<file path="config.mk">
export PLATFORM = sky130hd
export DESIGN_NAME = gfsk_zero_demodulator
export DESIGN_NICKNAME = d
export VERILOG_FILES = /design/src/rtl/gfsk_zero_demodulator.sv
export SDC_FILE = /design/constraint.sdc
export NUM_CORES = 1
export LEC_CHECK = 0
export ABC_AREA = 1
export CORE_MARGIN = 5
export CORE_UTILIZATION = 45
export CTS_BUF_LIST = sky130_fd_sc_hd__clkbuf_8
export DETAILED_ROUTE_END_ITERATION = 7
export PLACE_DENSITY = 0.71
export SYNTH_ARGS = -nofsm -noshare
export SYNTH_HDL_FRONTEND = slang
export SYNTH_SLANG_ARGS = --single-unit
</file>
<file path="constraint.sdc">
create_clock -name sys_clk -period 1.6 [get_ports sys_clk]
set_clock_uncertainty 0.05 [all_clocks]
set_input_delay 0.32 -clock sys_clk [delete_from_list [all_inputs] [get_ports sys_clk]]
set_output_delay 0.32 -clock sys_clk [all_outputs]
set_load 0.005 [all_outputs]
</file>
<file path="src/rtl/gfsk_zero_demodulator.sv">
// GFSK zero-crossing demodulator.
// Turns offset-binary ADC samples of the FSK carrier into a sliced bit stream.
// It detects hysteretic rising crossings and measures the carrier period in
// clock cycles. Each period is sliced to mark/space, a 3-tap majority vote
// smooths the result, and a symbol-timing FSM strobes one bit per symbol.
//
// state | meaning
// ------+-------------------------------------------------------------
// IDLE  | no trusted carrier; no strobes
// HUNT  | carrier locked; waiting for the first filtered-bit transition
// TRACK | symbol counter running; strobe at 0, resync on transitions
module gfsk_zero_demodulator #(
  parameter int MID           = 128,
  parameter int HYST          = 6,
  parameter int PERIOD_THRESH = 150,
  parameter int PERIOD_MAX    = 1023,
  parameter int SYM_CYCLES    = 2000,
  parameter int LOCK_CNT      = 4
) (
  input  logic       sys_clk,
  input  logic       sys_rst_n,
  input  logic [7:0] ad_data,
  input  logic       ad_valid,
  output logic       data_out,
  output logic       data_valid,
  output logic       carrier_ok,
  output logic [9:0] period
);

  localparam logic [8:0] HI_LVL = 9'(MID + HYST);
  localparam logic [8:0] LO_LVL = 9'(MID - HYST);
  localparam logic [9:0] P_MAX  = 10'(PERIOD_MAX);
  localparam logic [9:0] P_THR  = 10'(PERIOD_THRESH);
  localparam int         SYM_W  = $clog2(SYM_CYCLES);
  localparam logic [SYM_W-1:0] SYM_HALF   = SYM_W'(SYM_CYCLES / 2);
  localparam logic [SYM_W-1:0] SYM_RELOAD = SYM_W'(SYM_CYCLES - 1);
  localparam int         LK_W   = $clog2(LOCK_CNT + 1);
  localparam logic [LK_W-1:0] LOCK_V = LK_W'(LOCK_CNT);

  typedef enum logic [1:0] {IDLE, HUNT, TRACK} state_t;

  logic             sign;
  logic             sign_q;
  logic             rc;
  logic [9:0]       cnt;
  logic             armed;
  logic [LK_W-1:0]  vcnt;
  logic             pv;
  logic             raw;
  logic             sat;
  logic             p_ok;
  logic [2:0]       hist;
  logic [2:0]       hist_nx;
  logic             maj;
  logic             fb;
  logic             fb_tr;
  state_t           state;
  logic [SYM_W-1:0] sym_cnt;

  assign sat     = (cnt == P_MAX);
  assign p_ok    = (cnt >= 10'd2) && (cnt < P_MAX);
  assign hist_nx = {hist[1:0], raw};
  assign maj     = (hist_nx[0] & hist_nx[1]) | (hist_nx[0] & hist_nx[2]) |
                   (hist_nx[1] & hist_nx[2]);

  // comparator sign with hysteresis; only qualified samples move it
  always_ff @(posedge sys_clk or negedge sys_rst_n) begin
    if (!sys_rst_n) begin
      sign <= 1'b0;
    end else if (ad_valid) begin
      if ({1'b0, ad_data} >= HI_LVL)      sign <= 1'b1;
      else if ({1'b0, ad_data} <= LO_LVL) sign <= 1'b0;
    end
  end

  // registered rising-crossing pulse
  always_ff @(posedge sys_clk or negedge sys_rst_n) begin
    if (!sys_rst_n) begin
      sign_q <= 1'b0;
      rc     <= 1'b0;
    end else begin
      sign_q <= sign;
      rc     <= sign & ~sign_q;
    end
  end

  // period measurement, validity and carrier lock
  // carrier_ok is cleared only by saturation; a stray invalid period
  // restarts the consecutive count but does not drop an established lock
  always_ff @(posedge sys_clk or negedge sys_rst_n) begin
    if (!sys_rst_n) begin
      cnt        <= '0;
      armed      <= 1'b0;
      period     <= '0;
      pv         <= 1'b0;
      raw        <= 1'b0;
      vcnt       <= '0;
      carrier_ok <= 1'b0;
    end else begin
      pv <= 1'b0;
      if (rc) begin
        cnt   <= 10'd1;
        armed <= 1'b1;
        if (armed) begin
          period <= cnt;
          pv     <= p_ok;
          raw    <= (cnt < P_THR);
          if (!p_ok)               vcnt <= '0;
          else if (vcnt != LOCK_V) vcnt <= vcnt + 1'b1;
        end
      end else if (sat) begin
        armed <= 1'b0;
        vcnt  <= '0;
      end else begin
        cnt <= cnt + 1'b1;
      end
      if (sat)                 carrier_ok <= 1'b0;
      else if (vcnt == LOCK_V) carrier_ok <= 1'b1;
    end
  end

  // 3-tap majority filter over raw bits of valid periods
  always_ff @(posedge sys_clk or negedge sys_rst_n) begin
    if (!sys_rst_n) begin
      hist  <= '0;
      fb    <= 1'b0;
      fb_tr <= 1'b0;
    end else begin
      fb_tr <= 1'b0;
      if (pv) begin
        hist  <= hist_nx;
        fb    <= maj;
        fb_tr <= (maj != fb);
      end
    end
  end

  // symbol timing FSM with registered strobe
  always_ff @(posedge sys_clk or negedge sys_rst_n) begin
    if (!sys_rst_n) begin
      state      <= IDLE;
      sym_cnt    <= '0;
      data_out   <= 1'b0;
      data_valid <= 1'b0;
    end else begin
      data_valid <= 1'b0;
      if (!carrier_ok) begin
        state <= IDLE;
      end else begin
        case (state)
          IDLE: state <= HUNT;
          HUNT: begin
            if (fb_tr) begin
              sym_cnt <= SYM_HALF;
              state   <= TRACK;
            end
          end
          TRACK: begin
            if (sym_cnt == '0) begin
              data_out   <= fb;
              data_valid <= 1'b1;
              sym_cnt    <= SYM_RELOAD;
            end else begin
              sym_cnt <= sym_cnt - 1'b1;
            end
            // resync wins over the terminal reload; the strobe above still fires
            if (fb_tr) sym_cnt <= SYM_HALF;
          end
          default: state <= IDLE;
        endcase
      end
    end
  end

endmodule

</file>
==> results of run 1 <==
[routing by layer]
layer	vias up	routed length [um]
li1	1030	-
met1	970	2500
met2	41	2410
met3	6	223
met4	0	54
met5	-	0
[synthesized netlist by cell type, drive strengths merged]
master	number	area share (%)
o211ai	2	0.61
clkbuf	1	0.15
nor3	4	1.2
nor4	2	0.51
nand4	7	1.8
dfrtp	49	50
buf	2	0.51
nand3	26	6.5
o21a	1	0.31
o21ai	29	6.1
xnor2	1	0.36
a211oi	2	0.82
o21bai	1	0.31
nor2	29	6.3
ha	5	2.6
inv	41	6.3
nand2	72	12
a31oi	1	0.26
a21oi	10	2.0
and2	1	0.26
xor2	2	0.71
o22ai	2	0.51
[worst register-to-register path, delay by kind of cell (launching register included)]
family | cells | cell delay (ps)
AO/OA/AOI/OAI | 1 | 140
flip-flops | 1 | 420
adder cells (fa/ha/maj) | 1 | 150
AND/OR/NAND/NOR | 4 | 390
buffers and inverters | 2 | 230
[repair_timing]
action | in CTS | in global routing
endpoints found under the setup margin | 1 | 17
gates resized for setup | 1 | 7
setup buffers | 1 | 9
pin swaps | 0 | 12
hold endpoints to repair | 49 | 0
hold buffers | 1 | 0
[where the power goes]
| group | internal (mW) | switching [mW] |
|---|---|---|
| combinational | 0.713 | 0.912 |
| sequential | 1.59 | 0.309 |
| clock | 0.468 | 0.436 |
[sequential cells by signal, summed over array words and instances (netlist names), 2 cells and up]
name and count:
sym_cnt 11, cnt 10, period 10, vcnt 3, hist 2, state 2
[final timing paths]
path | startpoint | endpoint | depth (start not counted)
max | period[6]$_DFFE_PN0P_ | period[6] | 1
min | sign$_DFFE_PN0P_ | sign_q$_DFF_PN0_ | 0
max reg2reg | sym_cnt[0]$_DFFE_PN0P_ | sym_cnt[8]$_DFFE_PN0P_ | 8
min reg2reg | sign$_DFFE_PN0P_ | sign_q$_DFF_PN0_ | 0
max in group asynchronous | sys_rst_n | carrier_ok$_DFFE_PN0P_ | 3
min in group asynchronous | sys_rst_n | period[9]$_DFFE_PN0P_ | 3
[logic make-up (layout without fill, tap and decap cells)]
group	Yosys count	in the layout	share of synthesized area, %
simple gates	141	141	28.5
flops	49	49	50.0
compound gates	48	48	10.9
buf+inv	44	88	6.94
fa+ha+maj	5	5	2.55
xor+xnor	3	3	1.07
[per-stage QoR]
step | utilization (%) | instances | power (mW)
finish | 58.2 | 404 | 4.43
floorplan | - | 290 | 2.87
global placement | 53.8 | 385 | 3.33
detailed placement | 53.8 | 385 | 3.38
global route | 58.2 | 404 | 4.79
CTS | 56.3 | 395 | 4.31
[area by class of cell]
type,instances,share of cell area [%]
Inverter,41,5.08
Timing Repair Buffer,39,11.9
Multi-Input combinational cell,197,35.8
Tap cell,70,2.89
Clock inverter,3,1.53
Clock buffer,5,2.27
Sequential cell,49,40.5
==> results.toml, run 1 <==
[global_routing]
grtUsageMet3_pct = 2.76
grtUsageTotal_pct = 15.7
grt_pass1_vias = 2005
antenna_found_initial = 0
grt_use_met1_pct = 22.1
grt_max_degree = 50
globalRouteOverflowTotal = 0
grt_pass1_wl_um = 9170
met2_usage_pct = 24.5
busiest_layer = "met2"

[critical_path]
startpoint_type = "register"
cp_max_fo = 2
crit_chain = "clkdlybuf4s50_1"
critPathKind = "register to output pin"
crit_slowest_cell = "clkdlybuf4s50_1"
worst_path_largest_cell_delay_ps = 510
cp.arrival_ps = 1190
crit_buf_inv = 1
required_ps = 1230
timing.reg2reg.setup_slack_ps = 80
critPathCaptureType = "output pin"
crit_family = "buffers and inverters"

[power]
leakage_nw = 1.41
p_per_area_nw_per_um2 = 1460
peakVddDrop_uv = 553

[sta]
fin_ws_ps = 37.2
slew_viol_final = 0
fin_crit_sh_pct = 97.7
worst_slew_pin_slew_ps = 313
slew_headroom_pct = 78.9
max_freq_mhz = 640
whs_ps = 352
hold_viol = 0
setup_viol = 0
period_needed_ps = 1560
fin_setup_tns_ps = 0

[floorplanning]
rows = 26
dieArea_um2 = 7030
fp.dieW_um = 83.8
start_util_pct = 47.1
coreArea_um2 = 5200
ios = 24
die_h_um = 83.8

[detailed_routing]
firstDrtPassIters = 4
avgViaCountPerCell = 5.07
routed_wl_um = 5190
drc_errors = 0
routedWlPerCell_um = 12.9
drtIter0Drc = 143
postRouteAntennaNets = 0
vias = 2047

[placed_design]
gp_congestion = 0.909
post-place-ws_ps = 69.2
io_buffer_count = 23
postPlaceCellArea_um2 = 2800
dp_hpwl_um = 3700

[finish]
final_common_cell = "nand2_1"
layout_common_cells = "nand2_1, dfrtp_1, inv_1"
layout.nets = 349
final_area_um2 = 3030
drive_gt1_share_pct = 18.9
multi_input_area_um2 = 1080
diodes = 0
seq_area_um2 = 1230
fillers = 450
syn2layout_area_growth_pct = 23.5

[synthesis]
syn_area_um2 = 2450
syn_inst = 290
yosys_warnings = 0
ys_seq_area_share_pct = 50.0
synth-seq-cells = 49
ys_types = 33
syn_avg_cell_area_um2 = 8.46
synth_nets = 306

[clocking]
cts_buffers = 5
clk_path_buf_depth = 2
clkTransAtPathRegs_ps = 100
cts_tree = "done"
htreeDepth = 2
cts.sinks = 49
clk_latency_ps = 310
clock-root-buffer = "clkbuf_8"

[run_status]
status = "finished, final reports clean"

[job]
drv_cap = 0

[worst_hold_path]
hold_class = "register to register"
Power figures use the tool's default switching activity.
==> run 2: changes to the inputs <==
Settings changed: CELL_PAD_IN_SITES_DETAIL_PLACEMENT set to 1, CELL_PAD_IN_SITES_GLOBAL_PLACEMENT set to 2, CORE_UTILIZATION 45 to 38, PLACE_DENSITY 0.71 to 0.92.
Clock period 1.6 ns to 1.8 ns, I/O delays scaled along.
==> results.toml, run 2 (synthesis gave the netlist of run 1 again) <==
[finish]
fin_util_pct = 45.9
largest_register = "sym_cnt"
layout.nets = 337
stdcell_count = 399
fillers = 778
largest_reg_flops = 11
final_common_cell = "nand2_1"
syn2layout_area_growth_pct = 18.1
drive_gt1_share_pct = 14.3
diodes = 0
layout_common_cells = "nand2_1, dfrtp_1, inv_1"
largest_registers = "sym_cnt: 11 flops, cnt: 10 flops, period: 10 flops"
final_area_um2 = 2900

[power]
p_seq_share_pct = 46.7
combPwrFrac_pct = 35.1
p_total_mw = 3.67
p_sw_share_pct = 39.8
leakage_nw = 1.33
peakVddDrop_uv = 442
p_int_mw = 2.21
p_per_area_nw_per_um2 = 1270
pwr-share-clk_pct = 18.3
p_sw_mw = 1.46

[clocking]
cts.sinks = 49
clk_path_buf_depth = 2
cts_tree = "done"
cts_buffers = 5
clk_latency_ps = 310
clkTransAtPathRegs_ps = 100
htreeDepth = 2
clock-root-buffer = "clkbuf_8"
post_cts_buffers = 0

[placed_design]
gp_congestion = 0.791
place_inst = 390
postPlaceCellArea_um2 = 2790
io_buffer_count = 23
dp_hpwl_um = 4340

[floorplanning]
die_h_um = 90.3
fp.dieW_um = 90.3
start_util_pct = 38.8
ios = 24
dieArea_um2 = 8160
rows = 29
coreArea_um2 = 6310

[critical_path]
timing.rr.start = "sym_cnt[0]$_DFFE_PN0P_"
crit_slowest_cell = "clkdlybuf4s50_1"
worst_path_largest_cell_delay_ps = 520
cp_max_fo = 6
cp.arrival_ps = 1260
crit_family = "buffers and inverters"
crit_cells = 1
critPathCaptureType = "output pin"
crit_chain = "clkdlybuf4s50_1"
required_ps = 1390
regToRegEndpoint = "sym_cnt[0]$_DFFE_PN0P_"
setup.worst_path.start = "carrier_ok$_DFFE_PN0P_"
worst_r2r_path_depth = 8
critPathKind = "register to output pin"
timing.reg2reg.setup_slack_ps = 190
startpoint_type = "register"
crit_buf_inv = 1

[run_status]
status = "finished, final reports clean"

[sta]
fin_crit_sh_pct = 92.5
hold_viol = 0
fin_setup_tns_ps = 0
max_freq_mhz = 600
period_needed_ps = 1670
rsz0062_at_grt = "false"
setup_viol = 0
slew_viol_final = 0
worst_slew_pin_slew_ps = 327
slew_headroom_pct = 78.0

[global_routing]
met2_usage_pct = 23.7
antenna_found_initial = 0
grtUsageMet3_pct = 2.67
grtUsageTotal_pct = 14.9
globalRouteOverflowTotal = 0
busiest_layer = "met2"
grt_use_met1_pct = 20.8
grt_pass1_vias = 2115
grt_pass1_wl_um = 10200
grt_max_degree = 50

[detailed_routing]
drc_errors = 0
firstDrtPassIters = 4
routed_wl_um = 5830
postRouteAntennaNets = 0
drtIter0Drc = 69
avgViaCountPerCell = 5.08
vias = 2028
routedWlPerCell_um = 14.6

[worst_hold_path]
hold_class = "register to register"
min_from = "sign_q$_DFF_PN0_"
whs_path_depth = 1
holdPathEnd = "rc$_DFF_PN0_"

[job]
drv_cap = 0
==> run 2: worst max-delay path by stage <==
stage | endpoint
detailed placement | data_out$_DFFE_PN0P_
global route | sym_cnt[10]$_DFFE_PN0P_
floorplan | data_out$_DFFE_PN0P_
CTS | carrier_ok
finish | carrier_ok
global placement | vcnt[1]$_DFFE_PN0P_
==> run 2: through the flow <==
step | hold slack (ps) | worst slack (ps)
after CTS | 356 | 56.4
after global routing | 376 | 26.8
final | 348 | 135
after global placement | 320 | 248
after detailed placement | 321 | 186
after floorplan | 14.4 | 368
==> run 2: repair_timing <==
item                                   CTS  global route
resized for setup                        0             1
setup endpoints to repair                0             1
endpoints found under the hold margin   49             0
hold buffers                             1             0
==> run 2: layout make-up <==
cell class / instances / area, um^2 / area share (%)
clock buffers: 5 / 68.8 / 2.38
clock inverters: 3 / 22.5 / 0.778
inverters: 41 / 154 / 5.32
multi-input cells: 197 / 1060 / 36.5
flip-flops and latches: 49 / 1230 / 42.4
well taps: 77 / 96.3 / 3.33
repair buffers: 27 / 270 / 9.33
==> run 2: per-layer routing <==
| metal | routed length (um) | part of all wire (%) | vias up |
|---|---|---|---|
| li1 | - | - | 1005 |
| met1 | 2850 | 49 | 979 |
| met2 | 2680 | 46 | 34 |
| met3 | 217 | 3.7 | 10 |
| met4 | 78 | 1.3 | 0 |
| met5 | 0 | 0 | - |
==> run 2: power groups by stage <==
stage / registers (mW) / logic [mW] / clock network (mW)
global placement: 1.72 / 1.26 / 0
global route: 1.76 / 1.48 / 0.745
CTS: 1.71 / 1.31 / 0.697
floorplan: 1.65 / 0.900 / 0
detailed placement: 1.73 / 1.30 / 0
finish: 1.71 / 1.29 / 0.670
==> run 3: changes to the inputs <==
Settings changed: PLACE_DENSITY 0.92 to unset, PLACE_DENSITY_LB_ADDON set to 0.1.
==> results.toml, run 3 (synthesis gave the netlist of run 1 again) <==
[run_status]
status = "finished, final reports clean"

[power]
p_per_area_nw_per_um2 = 1300
p_int_mw = 2.37
leakage_nw = 1.36
combPwrFrac_pct = 34.1
p_seq_share_pct = 44.7
peakVddDrop_uv = 550
p_sw_share_pct = 37.9
p_sw_mw = 1.45
pwr-share-clk_pct = 21.2

[critical_path]
worst_r2r_path_depth = 8
startpoint_type = "register"
required_ps = 1390
cp.arrival_ps = 1260
crit_cells = 1
crit_slowest_cell = "clkdlybuf4s50_1"
critPathKind = "register to output pin"
worst_path_largest_cell_delay_ps = 520
crit_buf_inv = 1
crit_family = "buffers and inverters"
critPathCaptureType = "output pin"
crit_chain = "clkdlybuf4s50_1"
cp_max_fo = 6

[finish]
layout.nets = 339
stdcell_count = 401
layout_common_cells = "nand2_1, dfrtp_1, inv_1"
largest_registers = "sym_cnt: 11 flops, cnt: 10 flops, period: 10 flops"
drive_gt1_share_pct = 14.8
syn2layout_area_growth_pct = 19.6
largest_reg_flops = 11
largest_register = "sym_cnt"
final_common_cell = "nand2_1"
diodes = 0

[sta]
setup_viol = 0
hold_viol = 0
slew_headroom_pct = 79.2
worst_slew_pin_slew_ps = 309
whs_ps = 349
fin_crit_sh_pct = 92.8
rsz0062_at_grt = "false"
fin_setup_tns_ps = 0
slew_viol_final = 0
fin_ws_ps = 130
max_freq_mhz = 599
period_needed_ps = 1670

[detailed_routing]
drc_errors = 0
drtIter0Drc = 34
vias = 1982
routed_wl_um = 5680
postRouteAntennaNets = 0
routedWlPerCell_um = 14.2
firstDrtPassIters = 2
avgViaCountPerCell = 4.94

[floorplanning]
coreArea_um2 = 6310
rows = 29
start_util_pct = 38.8
dieArea_um2 = 8160
ios = 24
die_h_um = 90.3
fp.dieW_um = 90.3

[placed_design]
post-place-ws_ps = 231
io_buffer_count = 23
gp_congestion = 0.825
dp_hpwl_um = 4350
place_inst = 392

[job]
drv_cap = 0

[clocking]
clk_path_buf_depth = 2
clock-root-buffer = "clkbuf_8"
clkTransAtPathRegs_ps = 90
post_cts_buffers = 0
cts_buffers = 5
cts.sinks = 49
cts_tree = "done"
clk_latency_ps = 310
htreeDepth = 2

[global_routing]
grtUsageTotal_pct = 14.8
grt_pass1_vias = 2095
antenna_found_initial = 0
grt_pass1_wl_um = 9940
globalRouteOverflowTotal = 0
grt_max_degree = 50

[worst_hold_path]
hold_class = "register to register"
whs_path_depth = 1
run 3: cell types whose count changed in the layout (fill, tap and decap cells not counted):
| cell | previous run | this run |
|---|---|---|
| clkinv_4 | 0 | 1 |
| clkinvlp_4 | 3 | 1 |
| buf_4 | 2 | 4 |
| bufinv_16 | 0 | 1 |
run 3: stage by stage:
step / util [%] / instance area [um^2] / total power [mW]
2_1_floorplan: - / 2450 / 2.55
3_3_place_gp: 44.5 / 2810 / 3.03
3_5_place_dp: 44.5 / 2810 / 3.05
4_1_cts: 46.5 / 2930 / 3.88
5_1_grt: 46.5 / 2930 / 4.16
6_report: 46.5 / 2930 / 3.81
run 3: final timing paths:
path | start | end | slack [ps]
min in group asynchronous | sys_rst_n | cnt[8]$_DFFE_PN0P_ | 510
setup / recovery | carrier_ok$_DFFE_PN0P_ | carrier_ok | 130
max in group asynchronous | sys_rst_n | carrier_ok$_DFFE_PN0P_ | 950
setup reg to reg | sym_cnt[0]$_DFFE_PN0P_ | data_out$_DFFE_PN0P_ | 240
hold / removal | sign_q$_DFF_PN0_ | rc$_DFF_PN0_ | 350
hold reg to reg | sign_q$_DFF_PN0_ | rc$_DFF_PN0_ | 350
run 3: cell type report:
| cell class | count | area, um^2 |
|---|---|---|
| multi-input combinational | 197 | 1060 |
| tap | 77 | 96.3 |
| sequential | 49 | 1230 |
| clock inverter | 3 | 46.3 |
| timing repair buffer | 29 | 285 |
| inverter | 41 | 154 |
| fill | 757 | 3380 |
| clock buffer | 5 | 68.8 |
run 3: power by group through the flow:
| stage | registers, mW | logic (mW) | clock network (mW) |
|---|---|---|---|
| finish | 1.70 | 1.30 | 0.810 |
| CTS | 1.71 | 1.33 | 0.838 |
| floorplan | 1.65 | 0.900 | 0 |
| global route | 1.76 | 1.52 | 0.880 |
| global placement | 1.73 | 1.31 | 0 |
| detailed placement | 1.73 | 1.32 | 0 |
run 3: per-layer routing:
layer / vias up / routed length, um / global-route usage [%]
met5: - / 0 / 0
met4: 0 / 74 / 4.09
met3: 6 / 153 / 3.00
met2: 17 / 2760 / 25.1
met1: 953 / 2690 / 19.1
li1: 1006 / - / -
run 3: timing repair:
action,4_1_cts,5_1_grt
hold buffers,1,0
gates resized for setup,0,1
setup endpoints to repair,0,1
hold endpoints to repair,49,0
